<file path="src/rtl/seq_divider_nbym.sv">
// seq_divider_nbym: sequential restoring divider, N-bit dividend by M-bit divisor.
// Produces one quotient bit per clock and returns quotient and remainder with a
// start/done handshake. Division by zero completes at once with Q all-ones,
// R zero and div_by_zero set.
//
// Optional feature (macro SEQ_DIVIDER_EARLY_EXIT_EN): when the dividend is
// smaller than the divisor, the result (Q=0, R=A) is returned without the
// N-cycle RUN phase. With the macro undefined, those operands take the full
// RUN path and give the same Q/R.

module seq_divider_nbym #(
    parameter int unsigned N = 8,  // dividend / quotient width, N >= M
    parameter int unsigned M = 4   // divisor / remainder width
) (
    input  logic         clk,
    input  logic         rst_n,
    input  logic         start,
    input  logic [N-1:0] A,
    input  logic [M-1:0] B,
    output logic         busy,
    output logic         done,
    output logic [N-1:0] Q,
    output logic [M-1:0] R,
    output logic         div_by_zero
);

    localparam int unsigned CntW = $clog2(N + 1);

    typedef enum logic [1:0] {
        StIdle,
        StRun,
        StDone
    } state_e;

    state_e          state_q, state_d;

    // The dividend shift register also collects the quotient: one dividend bit
    // leaves at the MSB while one quotient bit enters at the LSB.
    logic [N-1:0]    dvd_q, dvd_d;
    logic [M-1:0]    dvs_q, dvs_d;
    // Partial remainder is one bit wider than the divisor so the shifted value
    // (up to 2*B-1) never overflows before the compare/subtract.
    logic [M:0]      p_q, p_d;
    logic [CntW-1:0] cnt_q, cnt_d;
    logic [N-1:0]    q_q, q_d;
    logic [M-1:0]    r_q, r_d;
    logic            dbz_q, dbz_d;

    // Datapath for one restoring step.
    logic [M:0]      p_shift;
    logic [M:0]      dvs_ext;
    logic            q_bit;
    logic [M:0]      p_step;
    logic [N-1:0]    dvd_step;
    logic            cnt_last;

`ifdef SEQ_DIVIDER_EARLY_EXIT_EN
    logic [N-1:0]    b_wide;
    logic            a_lt_b;
`endif

    // One restoring-division step: shift, trial subtract, keep or restore.
    always_comb begin
        p_shift  = {p_q[M-1:0], dvd_q[N-1]};
        dvs_ext  = {1'b0, dvs_q};
        q_bit    = (p_shift >= dvs_ext);
        p_step   = q_bit ? (p_shift - dvs_ext) : p_shift;
        dvd_step = {dvd_q[N-2:0], q_bit};
        cnt_last = (cnt_q == CntW'(1));
    end

`ifdef SEQ_DIVIDER_EARLY_EXIT_EN
    // Zero-extended compare of the live operands for the early-exit shortcut.
    always_comb begin
        b_wide        = '0;
        b_wide[M-1:0] = B;
        a_lt_b        = (A < b_wide);
    end
`endif

    // Next-state and result logic for the IDLE / RUN / DONE controller.
    always_comb begin
        state_d = state_q;
        dvd_d   = dvd_q;
        dvs_d   = dvs_q;
        p_d     = p_q;
        cnt_d   = cnt_q;
        q_d     = q_q;
        r_d     = r_q;
        dbz_d   = dbz_q;

        unique case (state_q)
            StIdle: begin
                if (start) begin
                    if (B == '0) begin
                        state_d = StDone;
                        q_d     = '1;
                        r_d     = '0;
                        dbz_d   = 1'b1;
                    end
`ifdef SEQ_DIVIDER_EARLY_EXIT_EN
                    else if (a_lt_b) begin
                        state_d = StDone;
                        q_d     = '0;
                        r_d     = A[M-1:0];
                        dbz_d   = 1'b0;
                    end
`endif
                    else begin
                        state_d = StRun;
                        dvd_d   = A;
                        dvs_d   = B;
                        p_d     = '0;
                        cnt_d   = CntW'(N);
                        dbz_d   = 1'b0;
                    end
                end
            end

            StRun: begin
                dvd_d = dvd_step;
                p_d   = p_step;
                cnt_d = cnt_q - CntW'(1);
                // Final step: publish the result on the same edge that enters DONE.
                if (cnt_last) begin
                    state_d = StDone;
                    q_d     = dvd_step;
                    r_d     = p_step[M-1:0];
                end
            end

            StDone: begin
                state_d = StIdle;
            end

            default: begin
                state_d = StIdle;
            end
        endcase
    end

    // State and datapath registers with synchronous active-low reset.
    always_ff @(posedge clk) begin
        if (!rst_n) begin
            state_q <= StIdle;
            dvd_q   <= '0;
            dvs_q   <= '0;
            p_q     <= '0;
            cnt_q   <= '0;
            q_q     <= '0;
            r_q     <= '0;
            dbz_q   <= 1'b0;
        end else begin
            state_q <= state_d;
            dvd_q   <= dvd_d;
            dvs_q   <= dvs_d;
            p_q     <= p_d;
            cnt_q   <= cnt_d;
            q_q     <= q_d;
            r_q     <= r_d;
            dbz_q   <= dbz_d;
        end
    end

    assign busy        = (state_q == StRun);
    assign done        = (state_q == StDone);
    assign Q           = q_q;
    assign R           = r_q;
    assign div_by_zero = dbz_q;

endmodule
</file>
<file path="config.mk">
export PLATFORM = sky130hd
export DESIGN_NAME = seq_divider_nbym
export DESIGN_NICKNAME = d
export VERILOG_FILES = /design/src/rtl/seq_divider_nbym.sv
export SDC_FILE = /design/constraint.sdc
export NUM_CORES = 1
export LEC_CHECK = 0
export CORE_MARGIN = 10
export CORE_UTILIZATION = 52
export CTS_CLUSTER_DIAMETER = 40
export CTS_CLUSTER_SIZE = 16
export DETAILED_ROUTE_END_ITERATION = 8
export PLACE_DENSITY = 0.84
export SKIP_LAST_GASP = 1
export SLEW_MARGIN = 20
export SYNTH_ARGS = -nofsm -noshare
export SYNTH_HDL_FRONTEND = slang
export SYNTH_SLANG_ARGS = --single-unit
</file>
<file path="constraint.sdc">
create_clock -name clk -period 2 [get_ports clk]
set_input_delay 0.3 -clock clk [delete_from_list [all_inputs] [get_ports clk]]
set_output_delay 0.3 -clock clk [all_outputs]
set_load 0.02 [all_outputs]
</file>
==> impl_results.md <==
* CP Launch Type: register
* Main flop type after synthesis: dfxtp_1
* GRT Resource Usage Total at 0.125
* Setup_tns at 0 ns
* Antenna fix cells at 0
* CP max-delay cell: clkdlybuf4s50_1
* Die Ht at 77.4 um
* Top-level I/O count at 30
* CTS buffer count at 5
* Final worst slack at 0.107 ns
* # setup viols final at 0
* Layout cells sized above 1 at 0.143
* Pins Over Slew Limit at 0
* Largest net degree at the start of global routing at 25
* Root Driver: clkbuf_4
* Max_cap viols at 0
* Peak Freq at ~530 MHz
* Final Hold Vio Count at 0
* Synth top area share at 0.408
* Detailed placement HPWL at around 2800 um
* Worst-Margin Slew at 0.410 ns
* Crit-path cells: nand2b_1 > inv_2 > clkdlybuf4s50_1
* Final #Nets at 258
* Run status: finished clean
* Rel. slew slack at 0.723
* CP max stage delay at 0.60 ns
* Global-route wire length before repair at 6330 um
* Post-synth top area cell: dfxtp_1
* Grt ovf at 0
* Clock Path Buffers at 2
* Clk sinks at 35
* H-tree levels at 2
* Drt first pass iters at 4
* CTS tree: built
* Clock transition at path regs at 0.11 ns
* Hold_sp: Q[1]
* Leak at 0.795 nW
* Setup Fix Bufs, Post-CTS at 0
* Post-CTS sizing at 0
* Crit path time final at between 1.5 and 2 ns
* Fin Clk Skew at 0.00697 ns
* Area Overhead vs Synth at 25.2%
* Reg2reg start: dvs_q[2]
* Unrepaired setup endpoints after global routing: no
* Synthesized netlist net count at 222
* First DRT Iteration DRCs at 130
* Required @ worst endpoint at 1.70 ns
* Post-synth cell types at 46
* Post-Place Cell Area at 0.00208 mm2
* Syn_area_per_cell at approximately 8.6 um2
* Core Rows at 20
* CP Launch Point: state_q[1]
* CP max FO at 6
* Dpl ws at 0.00735 ns
* PortBufs at 29
* DIE AREA at about 0.006 mm2
* Design Power at about 1.6 mW
* VDD IR max at around 0.45 mV
* Hold-fix buffer count after cts at 0
* Top-count cell post-synth: nand2_1
* Pwr/cell area at 767 mW/mm2
* Final worst path period share at 0.946
* Crit Path Category: register to output pin
* Sequential element share of the synthesized area at 0.408
* Final core occ at 0.692
* Initial core utilization at 0.553
* Core area at 0.00310 mm2
* DR DRC count at 0
* Finished Cell Area at 0.00215 mm2
* ANT nets after route at 0
* Routability Congestion at 0.849
* Synth top cells by count: nand2_1, dfxtp_1, a21oi_1, nor2_1, inv_1
* Initial antenna violation count at 0
* Class of the worst hold path: register to register
* Element type at the critical path end: output pin
* Drt wl/cell at 13.4 um
* Clock latency on the worst-skew pair at 0.34 ns
* Die Width at 77.4 um
* Via count at 1484
* Post-Syn Area at between 0.0015 and 0.002 mm2
* Flops & latches, synth at 35
* Data arrival time of the critical path at 1.59 ns
* Post-synth EDFFs at 0
* FILL cells at 266
* Vias in the first global route at 1443
* Via density per instance at 5.28
* Syn Inst Count at 200
* Wirelength, routed at 3760 um
* Ys Warns at 0
* Ys async rst share at 0
* Synth area leaders: dfxtp_1, nand2_1, a311oi_2
routing by layer:
metal / track usage / routed length [um] / vias to the layer above
met5: 0 / 0 / -
met2: 0.194 / 1680 / 31
met4: 0.0420 / 48 / 0
met3: 0.0484 / 193 / 7
met1: 0.154 / 1840 / 681
li1: - / - / 765
final timing paths:
check / to / slack [ns] / cells after the start
worst max-delay path: busy / 0.11 / 3
worst max register to register: p_q[3] / 0.16 / 8
worst min-delay path: Q[1] / 0.46 / 2
worst min register to register: Q[1] / 0.46 / 2
placed cells by master (no fill, tap or decap), types with 2 or more instances in the layout:
cell and instances:
buf_4 9, dfxtp_1 34, o22ai_1 2, a21oi_1 20, mux2i_1 3, a211oi_1 2
nand2b_1 3, clkdlybuf4s50_1 29, nor2_1 20, clkbuf_4 5, nand2_1 37, nand3_1 2
o21ai_0 5, o21ai_1 9, inv_1 10, a311oi_2 7, ha_1 6, nor2b_1 2
or2_1 2
layout make-up:
type                    count  area [um2]  share of cell area
multi-input cells         144         908               0.423
flip-flops and latches     35         702               0.327
repair buffers             39         378               0.176
clock buffers               7        55.1              0.0256
well taps                  44        55.1              0.0256
inverters                  11        41.3              0.0192
clock inverters             1        8.76             0.00408
sequential cells by signal (all words and copies together) (netlist names):
name	cells
state_q	2
div_by_zero	1
dvs_q	4
dvd_q	8
Q	8
cnt_q	4
R	4
p_q	4
cell families after synthesis:
kind of cell / count (synthesis) / share of synthesized area
xor gates and xnor gates: 2 / 0.0102
AOI/OAI and AO/OA: 57 / 0.241
and+or+nand+nor: 74 / 0.198
DFF: 35 / 0.408
adders and majority gates: 7 / 0.0554
buffers and inverters: 21 / 0.0620
muxes: 4 / 0.0241
metrics by stage:
stage          hold slack, ns  instances
2_1_floorplan           0.432        200
3_3_place_gp            0.441        273
3_5_place_dp            0.446        273
4_1_cts                 0.464        281
5_1_grt                 0.484        281
6_report                0.459        281
critical path: cells and delay by family (launching register included):
| kind | cells | cell delay [ns] |
|---|---|---|
| and+or+nand+nor | 1 | 0.21 |
| DFF | 1 | 0.38 |
| buffers and inverters | 2 | 0.67 |
power breakdown:
group	internal, mW	switching, mW
clock network	0.174	0.244
logic	0.199	0.232
registers	0.755	0.0447
total	1.13	0.520
Power figures use the tool's default switching activity.
